[src/rtl/display_scan_reader.sv]
// Seven-segment scan reader: samples a multiplexed display bus, debounces each
// digit and publishes a 4-digit frame once every digit has been captured.

module display_scan_slot (
    input  logic       clk,
    input  logic       rst_n,
    input  logic       wr,
    input  logic [3:0] val,
    input  logic       bad,
    output logic [3:0] q,
    output logic       inv
);
    always_ff @(posedge clk or negedge rst_n) begin
        if (!rst_n) begin
            q   <= 4'h0;
            inv <= 1'b0;
        end else if (wr) begin
            q   <= val;
            inv <= bad;
        end
    end
endmodule

module display_scan_reader #(
    parameter int STABLE_CYCLES = 4
) (
    input  logic        clk,
    input  logic        rst_n,
    input  logic [6:0]  seg_in,
    input  logic [3:0]  an_in,
    output logic [15:0] digits_out,
    output logic        frame_valid,
    output logic        frame_err
);
    localparam int         NUM_DIGITS = 4;
    localparam logic [7:0] STABLE     = 8'(STABLE_CYCLES);

    typedef enum logic {SETTLE, HOLD} state_t;

    state_t                          state, state_nxt;
    logic [6:0]                      seg_s, seg_p;
    logic [NUM_DIGITS-1:0]           an_s, an_p;
    logic [7:0]                      cnt, cnt_nxt;
    logic [NUM_DIGITS-1:0]           capture_mask;
    logic [NUM_DIGITS-1:0][3:0]      shadow;
    logic [NUM_DIGITS-1:0]           inv;
    logic                            qual, same, cap, bad;
    logic [3:0]                      dval;

    function automatic logic [4:0] decode(input logic [6:0] s);
        case (s)
            7'h7E:   decode = {1'b0, 4'd0};
            7'h30:   decode = {1'b0, 4'd1};
            7'h6D:   decode = {1'b0, 4'd2};
            7'h79:   decode = {1'b0, 4'd3};
            7'h33:   decode = {1'b0, 4'd4};
            7'h5B:   decode = {1'b0, 4'd5};
            7'h5F:   decode = {1'b0, 4'd6};
            7'h70:   decode = {1'b0, 4'd7};
            7'h7F:   decode = {1'b0, 4'd8};
            7'h73:   decode = {1'b0, 4'd9};
            default: decode = {1'b1, 4'hF};
        endcase
    endfunction

    // Sample stage plus a one-cycle-old copy used for the stability compare.
    always_ff @(posedge clk or negedge rst_n) begin
        if (!rst_n) begin
            seg_s <= '0;
            an_s  <= '0;
            seg_p <= '0;
            an_p  <= '0;
        end else begin
            seg_s <= seg_in;
            an_s  <= an_in;
            seg_p <= seg_s;
            an_p  <= an_s;
        end
    end

    assign qual        = (an_s != '0) && ((an_s & (an_s - 4'd1)) == '0);
    assign same        = (seg_s == seg_p) && (an_s == an_p);
    assign {bad, dval} = decode(seg_s);

    always_ff @(posedge clk or negedge rst_n) begin
        if (!rst_n) begin
            state <= SETTLE;
            cnt   <= '0;
        end else begin
            state <= state_nxt;
            cnt   <= cnt_nxt;
        end
    end

    // Any change while holding is scored exactly like a SETTLE sample, so a
    // one-cycle threshold can capture right on the change.
    always_comb begin
        state_nxt = state;
        cnt_nxt   = cnt;
        cap       = 1'b0;
        if (!(state == HOLD && same)) begin
            state_nxt = SETTLE;
            if (!qual)
                cnt_nxt = '0;
            else if (same)
                cnt_nxt = (cnt >= STABLE) ? STABLE : cnt + 8'd1;
            else
                cnt_nxt = 8'd1;
            if (qual && cnt_nxt == STABLE) begin
                cap       = 1'b1;
                state_nxt = HOLD;
            end
        end
    end

    for (genvar k = 0; k < NUM_DIGITS; k++) begin : g_slot
        display_scan_slot u_slot (
            .clk  (clk),
            .rst_n(rst_n),
            .wr   (cap & an_s[k]),
            .val  (dval),
            .bad  (bad),
            .q    (shadow[k]),
            .inv  (inv[k])
        );
    end

    // A capture landing on the publish cycle seeds the next frame's mask.
    always_ff @(posedge clk or negedge rst_n) begin
        if (!rst_n) begin
            capture_mask <= '0;
            digits_out   <= '0;
            frame_valid  <= 1'b0;
            frame_err    <= 1'b0;
        end else begin
            frame_valid <= 1'b0;
            if (&capture_mask) begin
                digits_out   <= shadow;
                frame_err    <= |inv;
                frame_valid  <= 1'b1;
                capture_mask <= cap ? an_s : '0;
            end else if (cap) begin
                capture_mask <= capture_mask | an_s;
            end
        end
    end
endmodule

[config.mk]
export PLATFORM = sky130hd
export DESIGN_NAME = display_scan_reader
export DESIGN_NICKNAME = d
export VERILOG_FILES = /design/src/rtl/display_scan_reader.sv
export SDC_FILE = /design/constraint.sdc
export NUM_CORES = 1
export LEC_CHECK = 0
export BUFFER_PORTS_ARGS = -buffer_cell sky130_fd_sc_hd__buf_2
export CAP_MARGIN = 15
export CORE_MARGIN = 1.5
export CORE_UTILIZATION = 58
export DETAILED_ROUTE_END_ITERATION = 6
export PLACE_DENSITY_LB_ADDON = 0.25
export SLEW_MARGIN = 30
export SYNTH_ARGS = -nofsm -noshare
export SYNTH_HDL_FRONTEND = slang
export SYNTH_HIERARCHICAL = 1
export SYNTH_SLANG_ARGS = --single-unit
export TNS_END_PERCENT = 10
[constraint.sdc]
create_clock -name clk -period 3.15 [get_ports clk]
set_input_delay 0.4725 -clock clk [delete_from_list [all_inputs] [get_ports clk]]
set_output_delay 0.4725 -clock clk [all_outputs]
set_load 0.005 [all_outputs]
== Word-level counts from Yosys, hierarchy flattened ==
Cells that the tools add are included.
W data, S select, Z words.

* Register bits: 73
* Output and inout bits: 18
* Logic and storage cells: 60

* Add/subtract/negate cells: 2
* Order comparisons: 1
* Equal/unequal tests: 13
* Mux-type cells: 11
* Bitwise gates (word level): 6
* Reductions and logical operators: 9

{| class="wikitable"
|+ Operator list
! operator !! count
|-
| $eq A7 B7 Y1 const B || 8
|-
| $pmux W5 S10 || 1
|-
| $mux W8 || 4
|-
| $eq A7 B6 Y1 const B || 2
|-
| $mux W4 || 3
|-
| $add A8 B1 Y8 const B || 1
|-
| $eq A8 B3 Y1 const B || 1
|-
| $ge A8 B3 Y1 const B || 1
|-
| $eq A7 B7 Y1 || 1
|-
| $and A1 B1 Y1 || 4
|-
| $and A4 B4 Y4 || 1
|-
| $eq A4 B4 Y1 || 1
|-
| $logic_and A1 B1 Y1 || 4
|-
| $logic_not A4 Y1 || 1
|-
| $or A4 B4 Y4 || 1
|-
| $reduce_and A4 Y1 || 1
|-
| $reduce_bool A4 Y1 || 1
|-
| $reduce_or A4 Y1 || 1
|-
| $sub A4 B1 Y4 const B || 1
|-
| $mux W1 || 3
|-
| $reduce_bool A2 Y1 || 1
|}

== Longest topological paths before layout ==
Gate-level depths: netlist of run 1.

* Depth after elaboration: 12
* Mapped depth: 6
* Depth with buffers taken out: 6

== By module ==
Netlist of run 1, hierarchy kept.

{| class="wikitable"
|+ Modules (own cells, without submodules)
! module !! instances !! cells each !! area an instance (um^2) !! seq. area each (um^2)
|-
| display_scan_reader || 1 || 219 || 2262.2 || 1326.3
|-
| display_scan_slot || 4 || 10 || 181.4 || 125.1
|}

== Worst setup path after synthesis of run 1 ==
No wires, ideal clock.

* Kind: register -> register
* Start point: register an_s[2]
* End point: register g_slot[0].u_slot.inv
* Library setup time: 0.125 ns
* Arrival time: 2.314 ns
* Path slack: 0.711 ns
* Cell stages (with the launch flop): 6
* Path through: dfrtp_1 -> or4b_1 -> o311ai_2 -> o21ai_4 -> nor4_1 -> mux2_2

* Longest elaborated chain between the ends: 11
* Elaborated cells on any way between the ends: 16
* Classes of those cells: 1 x add/sub; 2 x eq/ne; 5 x mux; 2 x bitwise; 6 x reduce/logical

{| class="wikitable"
|+ Ends and longest elaborated chain
! item !! RTL line !! source
|-
| start: declaration || 42 || <nowiki>logic [NUM_DIGITS-1:0] an_s, an_p;</nowiki>
|-
| start signal: assignment || 75 || <nowiki>an_s <= an_in;</nowiki>
|-
| $sub A4 B1 Y4 || 81 || <nowiki>assign qual = (an_s != '0) && ((an_s & (an_s - 4'd1)) == '0);</nowiki>
|-
| $and A4 B4 Y4 || 81 ||
|-
| $logic_not A4 Y1 || 81 ||
|-
| $logic_and A1 B1 Y1 || 81 ||
|-
| $mux W8 || 103 || <nowiki>if (!qual)</nowiki>
|-
| $mux W8 || 101 || <nowiki>if (!(state == HOLD && same)) begin</nowiki>
|-
| $eq A8 B3 Y1 || 109 || <nowiki>if (qual && cnt_nxt == STABLE) begin</nowiki>
|-
| $logic_and A1 B1 Y1 || 109 ||
|-
| $mux W1 || 109 ||
|-
| $mux W1 (*) || 101 ||
|-
| $and A1 B1 Y1 (*) || 120 || <nowiki>.wr (cap & an_s[k]),</nowiki>
|-
| end signal: assignment || 16 || <nowiki>inv <= 1'b0;</nowiki>
|-
| end signal: assignment || 19 || <nowiki>inv <= bad;</nowiki>
|-
| end: declaration || 11 || <nowiki>output logic inv</nowiki>
|}

Mark *: on every way between the ends. The rest lies on a longest branch, timed or not. The select of a mux whose other input is x is not followed.
A chain may end at the register's enable or synchronous reset.

== Worst setup path in the final report of run 1 ==
* Start point: register an_s[2]
* End point: register g_slot[3].u_slot.q[3]

* Longest elaborated chain between the ends: 11
* Elaborated cells on any way between the ends: 16
* Classes of those cells: 1 x add/sub; 2 x eq/ne; 5 x mux; 2 x bitwise; 6 x reduce/logical

{| class="wikitable"
|+ Ends and longest elaborated chain
! item !! RTL line !! source
|-
| $sub A4 B1 Y4 || 81 ||
|-
| $and A4 B4 Y4 || 81 ||
|-
| $logic_not A4 Y1 || 81 ||
|-
| $logic_and A1 B1 Y1 || 81 ||
|-
| $mux W8 || 103 ||
|-
| $mux W8 || 101 ||
|-
| $eq A8 B3 Y1 || 109 ||
|-
| $logic_and A1 B1 Y1 || 109 ||
|-
| $mux W1 || 109 ||
|-
| $mux W1 (*) || 101 ||
|-
| $and A1 B1 Y1 (*) || 120 ||
|-
| end signal: assignment || 18 || <nowiki>q <= val;</nowiki>
|-
| end: declaration || 10 || <nowiki>output logic [3:0] q,</nowiki>
|}

Marked as above.

==> qor.txt, run 1 <==
Seq/Total Area, Yosys: 61.1%
H-tree depth: 3
RSZ-0062 raised after global routing: false
Initial Util: 61.6%
Critical-path cell list: or4b_1, o311ai_2, o21ai_4, nor4_1, buf_4, mux2_2
Ys Warns: 6
Die height: 74.8 um
Slew headroom: 52.4%
Critical R2R Launch: an_s[2]$_DFF_PN0_
Max cap viols: 0
Total wire length: 5440 um
DR iter-0 viols: 180
Total track usage: 23.0%
Critical Path Start Type: flop
Mapped Nets: 274
Antenna violations before repair: 0
CTS tree: done
Reg-to-reg endpoint: g_slot[3].u_slot/q[3]$_DFFE_PN0P_
Setup bufs post-CTS: 0
Critical path type: flop to flop
CP required: 3.38 ns
Max FO, Critical Path: 9
Post-synth EDFFs: 0
Sum Neg Setup Slack: 0 ns
Synth Cell Area: 2990 um2
Post-DP HPWL: 3570 um
Clock sink total: 73
Worst path max stage delay: 0.55 ns
Ant. Diodes: 0
Dominant synthesized flop cell: dfrtp_1
Hold Fails Final Rpt: 0
CTS Hold Bufs: 0
Non-filler instance count after layout: 366
VDD IR max: 0.408 mV
Post-route ant nets: 0
Tmin final: 2.42 ns
Setup slack, reg-to-reg: 0.73 ns
Final nets: 309
Crit share post-route: 76.8%
Status: finished clean
First-pass GRT wire length: 9160 um
Final GP Congestion: 0.897
Yosys reg bits: 73
Io pins: 31
Maximum clock rate: 414 MHz
Final setup viols: 0
Synth cell types: 38
Layout Skew: 0.00739 ns
Post-place setup slack: 0.781 ns
Worst setup path start: an_s[2]$_DFF_PN0_
DRC viols: 0
CTS Buffer Depth: 2
Die footprint: 5590 um2
Hold Worst Slack: 0.211 ns
Dpl cells: 350
Core area: 4850 um2
Post-Route Utilization: 71.4%
Die width: 74.8 um
Layout Cell Area excl Fill: 3460 um2
Proportion of layout cells with a drive suffix above 1: 25.4%
Post-synth ARST share: 100%
Cell accounting for the most synthesized area: dfrtp_1
Vias per Instance: 5.34
Bufs and invs on worst path: 1
Vias in the first global route: 1,884
# port buffers: 30
Num CTS Buffers: 9
Total power: 1.94 mW
FP Rows: 25
Main area contributors after synthesis: dfrtp_1, nand2_1, mux2_2
Reg2Reg Depth: 6
Arr. time, crit path: 2.65 ns
Worst-margin pin slew: 0.712 ns
Hold crit path type: input pin to asynchronous set/reset pin
Post-DP Area: 3220 um2
Most common cell in the netlist: dfrtp_1
Overflow after GRT: 0
Clock-pin transition on the worst setup and hold timing paths: 0.07 ns
CTS Root Cell: clkbuf_8
CTS resizes: 0
Syn_area_per_cell: 11.5 um2
Final slew viol count: 0
DRT Pass-1 Iters: 4
Via count: 1,955
Area grow syn2layout: 15.9%
Synth top cells by count: dfrtp_1, nand2_1, mux2_2
CP Depth: 6
Pwr dens: 559 nW/um2
CP max stage cell: or4b_1
Cells after Synth: 259
Yosys top cell area share: 61.1%
Fillers: 357
Largest net degree at the start of global routing: 74
Delay-heaviest family, CP: simple AND/OR/NAND/NOR gates
Crit. End Element: flop
Clock Latency Late Sink: 0.35 ns
WL per Instance: 14.9 um
Setup ws final: 0.732 ns
Lkg Pwr: 1.72 nW
[area by class of cell]
class                      count  area (um2)  share of cell area [%]
sequential                    73        1830                    52.7
multi-input combinational    163        1070                    30.9
timing repair buffer          36         199                    5.74
clock buffer                  11         141                    4.08
clock inverter                 5         103                    2.96
tap                           67        83.8                    2.42
inverter                      11        41.3                    1.19
[where the power goes]
part | switching, mW | total [mW] | leakage (nW) | internal, mW
sequential | 0.0222 | 0.975 | 0.968 | 0.953
combinational | 0.0478 | 0.0790 | 0.638 | 0.0312
clock | 0.335 | 0.882 | 0.120 | 0.546
total | 0.405 | 1.94 | 1.72 | 1.53
[kinds of logic (layout without fill, tap and decap cells)]
kind of cell | after synthesis | count (layout) | synth area share, %
multiplexers | 22 | 22 | 8.21
flip-flops | 73 | 73 | 61.1
XOR/XNOR | 14 | 14 | 4.10
adder cells (fa/ha/maj) | 2 | 2 | 0.837
AND/OR/NAND/NOR | 104 | 104 | 16.8
buffers and inverters | 23 | 63 | 3.10
AO/OA/AOI/OAI | 21 | 21 | 5.78
[layout by cell type (no fill, tap or decap), types with 4 or more instances in the layout]
cell type  instances
buf_4              5
clkbuf_8          10
mux2_2            20
dfrtp_1           73
nor3_1             7
nand2_1           62
nor2_1             7
o31ai_1            4
xnor2_1            6
nand3_1            4
xor2_1             8
buf_2             30
nor4_1             6
inv_1             10
[worst register-to-register path, delay by kind of cell (launching register included)]
| family | cells | cell delay [ns] |
|---|---|---|
| flip-flops | 1 | 0.44 |
| AO/OA/AOI/OAI | 2 | 0.38 |
| AND/OR/NAND/NOR | 2 | 0.92 |
| buffers and inverters | 1 | 0.21 |
| multiplexers | 1 | 0.35 |
[worst max-delay path by stage]
stage / endpoint / slack, ns
after floorplan: g_slot[0].u_slot/inv$_DFFE_PN0P_ / 0.71
after global placement: g_slot[3].u_slot/q[3]$_DFFE_PN0P_ / 0.87
after detailed placement: g_slot[3].u_slot/q[1]$_DFFE_PN0P_ / 0.78
after CTS: g_slot[3].u_slot/q[3]$_DFFE_PN0P_ / 0.76
after global routing: g_slot[3].u_slot/q[1]$_DFFE_PN0P_ / 0.59
final: g_slot[3].u_slot/q[3]$_DFFE_PN0P_ / 0.73
[registers in the layout (all words and copies together), names as in the netlist]
name and flops:
an_p 4, seg_s 7, g_slot.u_slot/q 16, frame_valid 1
capture_mask 4, digits_out 16, frame_err 1, seg_p 7
state 1, an_s 4, g_slot.u_slot/inv 4, cnt 8
[layer usage]
layer  up-vias  track usage (%)  wire [um]
li1        948                -          -
met1       950             30.8       2490
met2        44             34.9       2630
met3        13             5.35        176
met4         0             12.7        142
met5         -                0          0
(Power assumes the default switching activity.)
==> run 2, diff against run 1 <==
- clock period: 3.15 -> 2.25 ns (I/O delays scaled with it)
==> run 2 against run 1 <==
  * Power is 24% higher
  * Sequential power grew 39%
  * Core utilization rose by 1.6 points
  * Die area stayed put
  * Sequential cell count is the same
  * Critical path type unchanged
  * Largest power group unchanged
==> qor.txt, run 2 (synthesis results as in run 1) <==
Io pins: 31 (unchanged)
Antenna violations before repair: 0 (unchanged)
Final setup viols: 0 (unchanged)
Hold Fails Final Rpt: 0 (unchanged)
Commonest non-fill, non-tap cell in the layout: dfrtp_1
Critical path type: flop to flop
Final GP Congestion: 0.897 (about the same)
Clock Latency Late Sink: 0.34 ns (about the same)
Slew headroom: 53.9% (+1.5 points)
Clock-pin transition on the worst setup and hold timing paths: 0.07 ns (about the same)
Via count: 1,976 (+1.1%)
Commonest non-fill, non-tap cells in the layout: dfrtp_1, nand2_1, buf_2
First-pass GRT wire length: 8700 um (-5.0%)
Total power: 2.39 mW (+24%)
CTS Root Cell: clkbuf_8
CTS tree: done
FF/Latch Area: 1830 um2 (about the same)
Area grow syn2layout: 18.5%
Proportion of layout cells with a drive suffix above 1: 30.6% (+5.2 points)
DR iter-0 viols: 127 (-29%)
Arr. time, crit path: 2.40 ns (-0.25 ns)
Die height: 74.8 um (unchanged)
DRT Pass-1 Iters: 4 (unchanged)
Status: finished clean
Vias in the first global route: 1,803 (-4.3%)
Max FO, Critical Path: 6 (-3)
Final nets: 320 (+3.6%)
RSZ-0062 raised after global routing: false
Post-DP HPWL: 3620 um (+1.6%)
Maximum clock rate: 461 MHz (+12%)
Setup bufs post-CTS: 0 (unchanged)
Total wire length: 5300 um (-2.7%)
CP required: 2.48 ns (-0.90 ns)
Num CTS Buffers: 9 (unchanged)
Lkg Pwr: 1.77 nW (+2.4%)
Die width: 74.8 um (unchanged)
Vias per Instance: 5.24 (-1.9%)
VDD IR max: 0.605 mV (+48%)
Clock sink total: 73 (unchanged)
Critical Path Start Type: flop
Largest registers: digits_out x16, g_slot.u_slot/q x16, cnt x8
Hold crit path type: input pin to asynchronous set/reset pin
Crit share post-route: 96.3% (+20 points)
Die footprint: 5590 um2 (unchanged)
H-tree depth: 3 (unchanged)
Core area: 4850 um2 (unchanged)
Ant. Diodes: 0 (unchanged)
Fillers: 351 (-1.7%)
Crit. End Element: flop
Max cap viols: 0 (unchanged)
CTS Buffer Depth: 2 (unchanged)
Tmin final: 2.17 ns (-0.251 ns)
Pwr dens: 676 nW/um2 (+21%)
Worst-margin pin slew: 0.690 ns (-0.0224 ns)
Layout Skew: 0.00778 ns (+0.000388 ns)
Setup ws final: 0.0825 ns (-0.649 ns)
FP Rows: 25 (unchanged)
Largest net degree at the start of global routing: 74 (unchanged)
Final slew viol count: 0 (unchanged)
Non-filler instance count after layout: 377 (+3.0%)
Overflow after GRT: 0 (unchanged)
Total track usage: 21.7% (-1.3 points)
# port buffers: 30 (unchanged)
Hold Worst Slack: 0.00750 ns (-0.204 ns)
Initial Util: 61.6% (unchanged)
Post-route ant nets: 0 (unchanged)
Post-place setup slack: 0.0368 ns (-0.744 ns)
WL per Instance: 14.0 um (-5.5%)
DRC viols: 0 (unchanged)
Dpl cells: 361 (+3.1%)
Sum Neg Setup Slack: 0 ns (unchanged)
Multi-input combinational cell area: 1120 um2 (+5.2%)
-- run 2: repair_timing --
action | in CTS | in global routing
resized for setup | 0 | 6
hold endpoints to repair | 0 | 0
hold buffers | 0 | 0
setup endpoints to repair | 0 | 20
-- run 2: path summary, 6_finish.rpt --
path	from	to	slack [ns]	depth (start not counted)
max	an_s[3]$_DFF_PN0_	g_slot[0].u_slot/inv$_DFFE_PN0P_	0.08	6
min	rst_n	cnt[5]$_DFFE_PN0N_	0.008	2
max reg2reg	an_s[3]$_DFF_PN0_	g_slot[0].u_slot/inv$_DFFE_PN0P_	0.08	6
min reg2reg	an_s[2]$_DFF_PN0_	an_p[2]$_DFF_PN0_	0.47	0
max in group asynchronous	rst_n	an_s[3]$_DFF_PN0_	1.93	2
min in group clk	an_in[1]	an_s[1]$_DFF_PN0_	0.10	1
-- run 2: per-stage QoR --
step | util, % | cell area (um2)
after floorplan | - | 3010
after global placement | 68.8 | 3340
after detailed placement | 68.8 | 3340
after CTS | 72.4 | 3510
after global routing | 73.0 | 3540
final | 73.0 | 3540
-- run 2: worst max-delay path, stage by stage, from the launching register on --
cell      delay, ns
dfrtp_2        0.46
or4b_1         0.54
o311ai_4       0.11
o21ai_4        0.15
nor4_2         0.28
buf_4          0.18
mux2_2         0.34
-- run 2: layout make-up --
cell class / instances / area share [%]
Sequential cell: 73 / 51.6
Tap cell: 67 / 2.37
Multi-Input combinational cell: 163 / 31.7
Timing Repair Buffer: 47 / 8.20
Clock buffer: 11 / 3.99
Inverter: 11 / 1.17
Clock inverter: 5 / 0.884
-- run 2: power breakdown --
| part | switching, mW | total, mW | internal, mW |
|---|---|---|---|
| registers | 0.0212 | 1.36 | 1.33 |
| clock network | 0.465 | 0.891 | 0.426 |
| logic | 0.0860 | 0.145 | 0.0588 |
| total | 0.572 | 2.39 | 1.82 |
-- run 2: per-layer routing --
metal | global-route usage [%] | part of all wire [%]
met4 | 9.70 | 1.5
met2 | 31.3 | 47
met3 | 6.43 | 4.1
met1 | 30.8 | 48
met5 | 0 | 0
==> run 3, diff against run 2 <==
- ABC_AREA: default -> 1
- BUFFER_PORTS_ARGS: -buffer_cell sky130_fd_sc_hd__buf_2 -> default
- CORE_UTILIZATION: 58 -> 65
- CTS_BUF_LIST: default -> sky130_fd_sc_hd__clkbuf_2 sky130_fd_sc_hd__clkbuf_4 sky130_fd_sc_hd__clkbuf_8
- DONT_BUFFER_PORTS: default -> 1
==> run 3 against run 2 <==
  * Clock-buffer cell count is 2 lower
  * Largest power group unchanged
  * Critical path type unchanged
  * Setup slack improved by 0.28 ns
  * Routed wire length grew 3.7%
  * Power up 17%
  * Synthesized area increased by 0.13%
  * First-iteration DRC count grew 31%
  * Clock skew is 0.0025 ns higher
  * Clock power up 50%
  * Highest routed layer unchanged
  * Fmax increased by 15%
==> qor.txt, run 3 <==
Tmin final: 1.89 ns (-0.279 ns)
Max cap viols: 0 (unchanged)
Worst path max stage delay: 0.46 ns (-0.08 ns)
Most numerous cell on the critical path: nand2_1
Largest net degree at the start of global routing: 74 (unchanged)
CTS tree: done
Clock-pin transition on the worst setup and hold timing paths: 0.08 ns (about the same)
Commonest non-fill, non-tap cell in the layout: nand2_1
Ant. Diodes: 0 (unchanged)
Die height: 70.8 um (-5.3%)
Total wire length: 5490 um (+3.7%)
Mapped Nets: 362 (+32%)
CTS resizes: 0 (unchanged)
Critical-path cell list: xnor2_1, nand2_1, nor2_1, nand3_2, nor2_4, nand4_1, inv_1, inv_2, nand2_1, nand2_1
Total track usage: 25.3% (+3.6 points)
Post-synth EDFFs: 0 (unchanged)
CTS Root Cell: clkbuf_8
WL per Instance: 13.1 um (-6.5%)
Setup bufs post-CTS: 0 (unchanged)
Net Sw Power: 584 uW (+2.1%)
Max Used Layer: met4
VDD IR max: 0.736 mV (+22%)
Yosys reg bits: 73 (unchanged)
Status: finished clean
Final nets: 376 (+18%)
Initial Util: 68.2% (+6.6 points)
Combinational power share: 3.6% (-2.5 points)
RSZ-0062 raised after global routing: false
Cell Int Power: 2.22 mW (+22%)
Sum Neg Setup Slack: 0 ns (unchanged)
Max FO, Critical Path: 6 (unchanged)
CP max stage cell: dfrtp_1
Via count: 2,198 (+11%)
Syn_area_per_cell: 8.62 um2 (-25%)
Final setup viols: 0 (unchanged)
Critical Path Start Type: flop
H-tree depth: 3 (unchanged)
Worst hold start: seg_in[3]
Delay-heaviest family, CP: simple AND/OR/NAND/NOR gates
DR iter-0 viols: 167 (+31%)
Dominant synthesized flop cell: dfrtp_1
Post-route ant nets: 0 (unchanged)
Antenna violations before repair: 0 (unchanged)
Largest registers: digits_out x16, g_slot.u_slot/q x16, cnt x8
Worst setup path start: seg_s[6]$_DFF_PN0_
Vias in the first global route: 2,333 (+29%)
Layout Skew: 0.0103 ns (+0.00248 ns)
DRT Pass-1 Iters: 4 (unchanged)
Bufs and invs on worst path: 2 (+1)
FP Rows: 24 (-4.0%)
Final slew viol count: 0 (unchanged)
CTS Buffer Depth: 2 (unchanged)
Proportion of layout cells with a drive suffix above 1: 7.92% (-23 points)
Hold crit path type: input pin to flop
Worst Hold End: seg_s[3]$_DFF_PN0_
Crit share post-route: 83.9% (-12 points)
DRC viols: 0 (unchanged)
Post-synth ARST share: 100% (unchanged)
Clk pwr share: 48.0% (+11 points)
Overflow after GRT: 0 (unchanged)
Cell accounting for the most synthesized area: dfrtp_1
M1 WL: 2300 um (-9.3%)
Die footprint: 5020 um2 (-10%)
Io pins: 31 (unchanged)
Reg-to-reg endpoint: g_slot[1].u_slot/q[2]$_DFFE_PN0P_
Maximum clock rate: 530 MHz (+15%)
# port buffers: 0 (-100%)
Sw Ratio: 20.9% (-3.1 points)
Hold Fails Final Rpt: 0 (unchanged)
Crit. End Element: flop
Reg2Reg Depth: 10 (+4)
First-pass GRT wire length: 9780 um (+12%)
Sequential share of power: 48.4% (-8.3 points)
Cells after Synth: 347 (+34%)
Synth cell types: 22 (-42%)
CTS Hold Bufs: 2 (+2)
Arr. time, crit path: 2.13 ns (-0.27 ns)
Seq/Total Area, Yosys: 61.1% (-0.077 points)
Met3 wire len: 232 um (+6.9%)
Clock Latency Late Sink: 0.35 ns (about the same)
WHS Path Cells: 0
Worst-margin pin slew: 0.453 ns (-0.236 ns)
Hold Worst Slack: 0.0185 ns (+0.0110 ns)
Setup slack, reg-to-reg: 0.36 ns (+0.28 ns)
Slew headroom: 69.6% (+16 points)
Commonest non-fill, non-tap cells in the layout: nand2_1, dfrtp_1, inv_1
CP required: 2.49 ns (about the same)
Synth top cells by count: nand2_1, dfrtp_1, inv_1
Critical R2R Launch: seg_s[6]$_DFF_PN0_
Post-DP HPWL: 3710 um (+2.3%)
Post-DP Area: 3050 um2 (-8.5%)
Most common cell in the netlist: nand2_1
Post-Route Utilization: 77.3% (+4.2 points)
Final GP Congestion: 0.919 (+2.4%)
Synth Cell Area: 2990 um2 (+0.13%)
Fillers: 293 (-17%)
Lkg Pwr: 1.90 nW (+7.8%)
Non-filler instance count after layout: 418 (+11%)
Core area: 4380 um2 (-9.6%)
Dpl cells: 397 (+10%)
Ys Warns: 6 (unchanged)
Area grow syn2layout: 13.2%
Main area contributors after synthesis: dfrtp_1, nand2_1, inv_1
Yosys top cell area share: 61.1% (-0.077 points)
Vias per Instance: 5.26 (+0.32%)
Critical path type: flop to flop
Clock sink total: 73 (unchanged)
Die width: 70.8 um (-5.3%)
Num CTS Buffers: 9 (unchanged)
Met2 WL post-DR: 2850 um (+15%)
Layout Cell Area excl Fill: 3390 um2 (-4.3%)
Pwr dens: 827 nW/um2 (+22%)
[run 3: per-layer routing]
metal  up-vias  track usage [%]
li1       1087                -
met3        15             5.13
met4         0             12.6
met5         -                0
met2        57             44.0
met1      1039             29.9
[run 3: worst max path at each step]
stage | to | slack, ns | cells past startpoint
global route | g_slot[1].u_slot/q[2]$_DFFE_PN0P_ | 0.13 | 10
finish | g_slot[1].u_slot/q[2]$_DFFE_PN0P_ | 0.36 | 10
floorplan | g_slot[1].u_slot/inv$_DFFE_PN0P_ | 0.66 | 10
global placement | g_slot[1].u_slot/q[3]$_DFFE_PN0P_ | 0.43 | 10
CTS | g_slot[1].u_slot/q[2]$_DFFE_PN0P_ | 0.35 | 10
detailed placement | g_slot[1].u_slot/q[2]$_DFFE_PN0P_ | 0.38 | 10
[run 3: layout make-up]
cell class	instances	area, um2	area share, %
Multi-Input combinational cell	226	985	29.1
Timing Repair Buffer	6	75.1	2.22
Inverter	45	169	4.99
Clock buffer	9	124	3.66
Tap cell	52	65.1	1.92
Sequential cell	73	1830	53.9
Clock inverter	7	143	4.21
[run 3: power by group through the flow]
stage,clock network [mW],registers (mW),logic [mW]
final,1.34,1.36,0.101
after global routing,1.41,1.36,0.117
after CTS,1.35,1.36,0.0982
after detailed placement,0,1.38,0.0653
after global placement,0,1.38,0.0636
after floorplan,0,1.37,0.0534
[run 3: worst register-to-register path, stage by stage, from the launching register on]
cell	delay (ns)
dfrtp_1	0.46
xnor2_1	0.20
nand2_1	0.07
nor2_1	0.22
nand3_2	0.16
nor2_4	0.14
nand4_1	0.14
inv_1	0.19
inv_2	0.09
nand2_1	0.08
nand2_1	0.05
[run 3: logic make-up (layout without fill, tap and decap cells)]
logic type / Yosys count / count (layout) / synth area share [%]
AO/OA/AOI/OAI: 9 / 9 / 1.92
XOR/XNOR: 5 / 5 / 1.46
adder cells (fa/ha/maj): 2 / 2 / 0.836
buffers and inverters: 48 / 67 / 6.02
flip-flops: 73 / 73 / 61.1
AND/OR/NAND/NOR: 210 / 210 / 28.7
[run 3: per-stage QoR]
step | setup WS (ns) | total power [mW]
6_report | 0.362 | 2.80
5_1_grt | 0.129 | 2.89
4_1_cts | 0.352 | 2.81
3_5_place_dp | 0.384 | 1.45
3_3_place_gp | 0.432 | 1.44
2_1_floorplan | 0.659 | 1.43
